===== src/rtl/float_pipe_stage_reg.sv =====
// Pipeline register stage for floating-point datapath fields.
// The payload fields travel together as one word. With SKID=1 the stage is a
// 2-entry skid buffer whose in_ready comes straight from a flop. With SKID=0
// it is a single entry whose in_ready is combinational. A saturating counter
// records how many cycles the downstream side stalled a valid entry.
module float_pipe_stage_reg #(
  parameter int EXP_W  = 8,
  parameter int FRAC_W = 28,
  parameter int NF_W   = 23,
  parameter int SKID   = 1,
  parameter int CNT_W  = 16
) (
  input  logic              clk,
  input  logic              rst,
  input  logic              flush,
  input  logic              in_valid,
  output logic              in_ready,
  input  logic [1:0]        in_rm,
  input  logic              in_inf_nan,
  input  logic              in_sign,
  input  logic [NF_W-1:0]   in_inf_nan_frac,
  input  logic [EXP_W-1:0]  in_exp,
  input  logic [FRAC_W-1:0] in_frac,
  output logic              out_valid,
  input  logic              out_ready,
  output logic [1:0]        out_rm,
  output logic              out_inf_nan,
  output logic              out_sign,
  output logic [NF_W-1:0]   out_inf_nan_frac,
  output logic [EXP_W-1:0]  out_exp,
  output logic [FRAC_W-1:0] out_frac,
  output logic [1:0]        occupancy,
  output logic [CNT_W-1:0]  stall_cnt
);

  // Packed payload layout, MSB first: rm, inf_nan, sign, inf_nan_frac, exp, frac.
  localparam int W = 4 + NF_W + EXP_W + FRAC_W;

  // The encoding equals the number of held entries, so occupancy is the state.
  typedef enum logic [1:0] {
    EMPTY = 2'd0,
    ONE   = 2'd1,
    TWO   = 2'd2
  } state_t;

  state_t           state_q, state_d;
  logic [W-1:0]     main_q, main_d;
  logic [W-1:0]     skid_q, skid_d;
  logic             in_ready_q, in_ready_d;
  logic [CNT_W-1:0] stall_cnt_q, stall_cnt_d;

  logic [W-1:0]     in_word;
  logic             out_valid_int;
  logic             in_ready_int;
  logic             in_xfer;
  logic             out_xfer;

  assign in_word       = {in_rm, in_inf_nan, in_sign, in_inf_nan_frac, in_exp, in_frac};
  assign out_valid_int = (state_q != EMPTY);

  generate
    if (SKID != 0) begin : g_skid
      // Registered ready: the upstream path never sees out_ready.
      assign in_ready_int = in_ready_q;
    end else begin : g_single
      // Single entry: accept whenever the slot is free or is draining this cycle.
      assign in_ready_int = !out_valid_int || out_ready;
    end
  endgenerate

  assign in_xfer  = in_valid && in_ready_int;
  assign out_xfer = out_valid_int && out_ready;

  // Next-state and payload steering; flush only discards the valid state.
  always_comb begin
    state_d = state_q;
    main_d  = main_q;
    skid_d  = skid_q;
    case (state_q)
      EMPTY: begin
        if (in_xfer) begin
          main_d  = in_word;
          state_d = ONE;
        end
      end
      ONE: begin
        if (in_xfer && out_xfer) begin
          main_d = in_word;
        end else if (in_xfer) begin
          // Only reachable with SKID=1: downstream stalled, park in the skid slot.
          skid_d  = in_word;
          state_d = TWO;
        end else if (out_xfer) begin
          state_d = EMPTY;
        end
      end
      TWO: begin
        if (out_xfer) begin
          main_d  = skid_q;
          state_d = ONE;
        end
      end
      default: begin
        state_d = EMPTY;
      end
    endcase
    if (flush) begin
      state_d = EMPTY;
    end
    in_ready_d = (state_d != TWO);
  end

  // Stall counter: counts edges where a valid entry is held back; saturates.
  always_comb begin
    stall_cnt_d = stall_cnt_q;
    if (out_valid_int && !out_ready && (stall_cnt_q != {CNT_W{1'b1}})) begin
      stall_cnt_d = stall_cnt_q + CNT_W'(1);
    end
  end

  // State, payload and counter registers; reset wins over flush and transfers.
  always_ff @(posedge clk) begin
    if (rst) begin
      state_q     <= EMPTY;
      main_q      <= '0;
      skid_q      <= '0;
      in_ready_q  <= 1'b1;
      stall_cnt_q <= '0;
    end else begin
      state_q     <= state_d;
      main_q      <= main_d;
      skid_q      <= skid_d;
      in_ready_q  <= in_ready_d;
      stall_cnt_q <= stall_cnt_d;
    end
  end

  assign in_ready         = in_ready_int;
  assign out_valid        = out_valid_int;
  assign occupancy        = 2'(state_q);
  assign stall_cnt        = stall_cnt_q;
  assign out_frac         = main_q[FRAC_W-1:0];
  assign out_exp          = main_q[FRAC_W +: EXP_W];
  assign out_inf_nan_frac = main_q[FRAC_W+EXP_W +: NF_W];
  assign out_sign         = main_q[W-4];
  assign out_inf_nan      = main_q[W-3];
  assign out_rm           = main_q[W-1:W-2];

endmodule


===== config.mk =====
export PLATFORM = sky130hd
export DESIGN_NAME = float_pipe_stage_reg
export DESIGN_NICKNAME = d
export VERILOG_FILES = /design/src/rtl/float_pipe_stage_reg.sv
export SDC_FILE = /design/constraint.sdc
export NUM_CORES = 1
export LEC_CHECK = 0
export CAP_MARGIN = 20
export CELL_PAD_IN_SITES_DETAIL_PLACEMENT = 1
export CELL_PAD_IN_SITES_GLOBAL_PLACEMENT = 1
export CORE_ASPECT_RATIO = 1.75
export CORE_MARGIN = 1
export CORE_UTILIZATION = 36
export CTS_CLUSTER_SIZE = 20
export DETAILED_ROUTE_END_ITERATION = 6
export HOLD_SLACK_MARGIN = 0.03
export PLACE_DENSITY_LB_ADDON = 0.1
export SLEW_MARGIN = 20
export SYNTH_ARGS = -nofsm -noshare
export SYNTH_HDL_FRONTEND = slang
export SYNTH_SLANG_ARGS = --single-unit

===== constraint.sdc =====
create_clock -name clk -period 1.8 [get_ports clk]
set_input_delay 0.18 -clock clk [delete_from_list [all_inputs] [get_ports clk]]
set_output_delay 0.18 -clock clk [all_outputs]
set_load 0.01 [all_outputs]

==> run summary, run 1 <==
outcome: completed
Post-Synthesis Cells: 668
vias in the first global route: 5553
sequential power share: 43.0%
Reg-to-Reg Start: stall_cnt[1]
Fmax: 568.9 MHz
grt ovf: 0
hold-fix buffers at CTS: 0
critical path type: reg2reg
io pins: 151
layout net count: 881
startpoint types: register
largest net degree at the start of global routing: 58
endpoints failing setup: 0
synthesized area: 5933 um^2
area delta synth->final: 40.70%
#FFs+latches synth: 145
RSZ-0062 raised after global routing: yes
register area share after synthesis: 48.92%
HPWL Detailed: 11.41 mm
CP Capture Type: register
Starting Density: 37.02%
Internal Power: 6067 uW
Compound-Gate Fraction of Synth Area: 17.46%
Clock Tree Root: clkbuf_16
Die Area: 17020 um^2
post-synthesis mux area share: 10.63%
slew of the pin with the lowest slew margin: 0.6657 ns
Die H: 171.8 um
worst hold start: rst
hold path endpoint: skid_q[36]
Worst Hold Class: in2reg
DRT Pass-1 Iters: 6
Net Switching: 1931 uW
CP Data Required Time: 2.13 ns
Post-Synth Simple-Gate Area: 18.11%
power density over the cells: 958.1 nW/um^2
initial antenna violation count: 0
Die X: 99.05 um
vias per cell: 5.251
Final Critical Period: 1.758 ns
global-route usage over all layers: 20.22%
worst r2r path cells: 6
worst-path cell chain: ha_1 -> nand3_1 -> nor4_4 -> buf_4 -> or4_1 -> a21oi_1
TritonCTS clock tree: built
CTS sink count: 145
Layout Utilization: 52.08%
row cnt: 61
LEAKAGE: 0.003402 uW
Port-buffer cells: 150
antenna-violating nets left: 0
Reg2Reg Setup Slack: 0.04 ns
clk slew on worst S/H paths: 0.07 ns
Tcrit/Tclk final: 97.66%
initial drt markers: 140
syn_area_per_cell: 8.882 um^2
Largest stage delay, worst path: 0.52 ns
CP arrival: 2.09 ns
final count of hold timing violations: 0
final worst-path setup slack: 0.04213 ns
post-place setup slack: -0.08126 ns
DRC viols: 0
Reg2Reg Capture Point: stall_cnt[13]
share of cells above drive strength 1: 9.102%
combinational share of power: 11.7%
Max Cap Violations: 0
cell area after layout: 8348 um^2
WL/cell: 16.55 um
CP max FO: 5
Setup Skew: 0.01254 ns
Yosys cell types: 42
Placement Cell Area: 7730 um^2
slowest CP cell: or4_1
Post-Synth Adder-Cell Area: 0.2109%
Rel. slew slack: 55.62%
Worst Hold Depth: 2
non-filler instance count after layout: 1013
drt total wl: 16.77 mm
via count: 5319
main combinational cell family by area after synthesis: simple AND/OR/NAND/NOR gates
syn nets: 737
GP Congestion: 0.7637
CTS Buf Count: 17
Ys Warns: 0
core area: 16030 um^2
Max Slew Vio Count: 0
Sw Share: 24.15%
setup TNS: 0 ns
Clock power frac: 45.3%
Peak supply drop: 0.0006620 V
Clock Tree Buf Depth: 2
# placed instances: 982
XOR/XNOR Fraction of Synth Area: 0.1476%
worst skew pair latency: 0.41 ns
global-route wire length before repair: 27.14 mm
n_diodes: 0
H-Tree Depth: 4
## how the worst max path moves through the flow
| stage | from | endpoint | cells past startpoint |
|---|---|---|---|
| 6_report | stall_cnt[1] | stall_cnt[13] | 6 |
| 5_1_grt | stall_cnt[1] | stall_cnt[13] | 6 |
| 4_1_cts | occupancy[0] | out_valid | 2 |
| 3_5_place_dp | out_ready | main_q[40] | 6 |
| 3_3_place_gp | in_valid | skid_q[47] | 6 |
| 2_1_floorplan | stall_cnt[0] | stall_cnt[1] | 6 |
## flip-flops by register name (all words and copies together) (netlist names)
name       count
main_q        63
skid_q        63
stall_cnt     16
in_ready       1
occupancy      2
## timing repair
item	CTS	global route
endpoints found under the setup margin	1	5
gates resized for setup	1	3
setup buffers	0	0
cloned	0	0
## critical path: cells and delay by family (launching register included)
family / cells / cell delay (ns)
flops: 1 / 0.35
compound gates: 1 / 0.17
buf+inv: 1 / 0.15
simple gates: 3 / 0.77
fa+ha+maj: 1 / 0.22
## per-stage QoR
| step | hold slack, ns | total power (uW) |
|---|---|---|
| after global placement | 0.4405 | 4425 |
| after floorplan | 0.3061 | 3896 |
| final | 0.3127 | 7999 |
| after CTS | 0.2923 | 8130 |
| after global routing | 0.3197 | 8343 |
| after detailed placement | 0.4466 | 4459 |
## power by group through the flow
stage | Combinational (uW) | Clock [uW] | Sequential, uW
2_1_floorplan | 343 | 0 | 3550
3_3_place_gp | 921 | 0 | 3500
3_5_place_dp | 946 | 0 | 3510
4_1_cts | 951 | 3740 | 3440
5_1_grt | 1020 | 3870 | 3450
6_report | 937 | 3620 | 3440
## layout by cell type (no fill, tap or decap), types with 8 or more instances in the layout
| cell type | Yosys | routed |
|---|---|---|
| a211oi_1 | 64 | 64 |
| a21oi_1 | 78 | 78 |
| buf_12 | 0 | 8 |
| buf_4 | 2 | 20 |
| clkbuf_16 | 0 | 17 |
| clkdlybuf4s50_1 | 0 | 148 |
| dfxtp_1 | 145 | 143 |
| mux2i_1 | 63 | 63 |
| nand2_1 | 131 | 131 |
| nor2_1 | 67 | 67 |
## area by class of cell
cell class                      instances  area, um^2
Clock buffer                           18       429.2
Clock inverter                         13       177.7
Fill cell                            1861        7680
Inverter                                3       11.26
Multi-Input combinational cell        468        2784
Sequential cell                       145        2905
Tap cell                              189       236.5
Timing Repair Buffer                  177        1804
## synthesized netlist by cell type
cell type	number	area share, %
or2_2	2	0.21
o21a_1	2	0.25
xor2_1	1	0.15
buf_4	2	0.25
o31ai_1	7	0.89
nand4_1	4	0.42
buf_6	1	0.19
nor4_2	1	0.21
a211o_1	1	0.15
nand3b_4	1	0.34
and4_2	1	0.17
nand3_1	6	0.51
a211oi_1	64	8.1
o21ba_4	1	0.27
and4_1	2	0.30
nand2_1	131	8.3
clkbuf_1	24	1.5
a21oi_4	1	0.27
o2111ai_1	1	0.15
and3_1	3	0.32
o21ai_1	2	0.17
nand4_4	1	0.36
nand3b_1	1	0.13
or4_1	7	0.89
clkbuf_4	6	0.76
buf_2	19	1.6
nor3_1	2	0.17
a21oi_1	78	6.6
inv_1	3	0.19
and2_1	1	0.11
or3_1	6	0.63
ha_1	1	0.21
nand4_2	1	0.21
a31oi_1	1	0.11
nor3_2	1	0.17
o21ai_0	4	0.34
mux2i_1	63	11
dfxtp_1	145	49
nand2b_1	1	0.11
o21bai_2	1	0.19
nor2_1	67	4.2
nor4_4	1	0.36
## layer usage
| layer | up-vias | GRT usage [%] | routed length (um) |
|---|---|---|---|
| li1 | 2630 | - | - |
| met1 | 2576 | 21.07 | 6563 |
| met2 | 98 | 39.22 | 9377 |
| met3 | 15 | 4.592 | 610 |
| met4 | 0 | 6.749 | 216 |
| met5 | - | 0 | 0 |
## kinds of logic after synthesis
| family | Yosys count |
|---|---|
| simple gates | 240 |
| compound gates | 163 |
| flops | 145 |
| mux | 63 |
| buf+inv | 55 |
| xor+xnor | 1 |
| fa+ha+maj | 1 |
Note: power is estimated with default switching activity, not from simulation.
==> run 2, diff against run 1 <==
Settings changed: CTS_CLUSTER_SIZE 20 to 8.
==> results of run 2 <==
Same layout as run 1: the final DEF is identical, and so are final timing and power.
==> run 3, diff against run 2 <==
Settings changed: SLEW_MARGIN 20 to unset.
==> results of run 3 <==
Same layout as run 1: the final DEF is identical, and so are final timing and power.
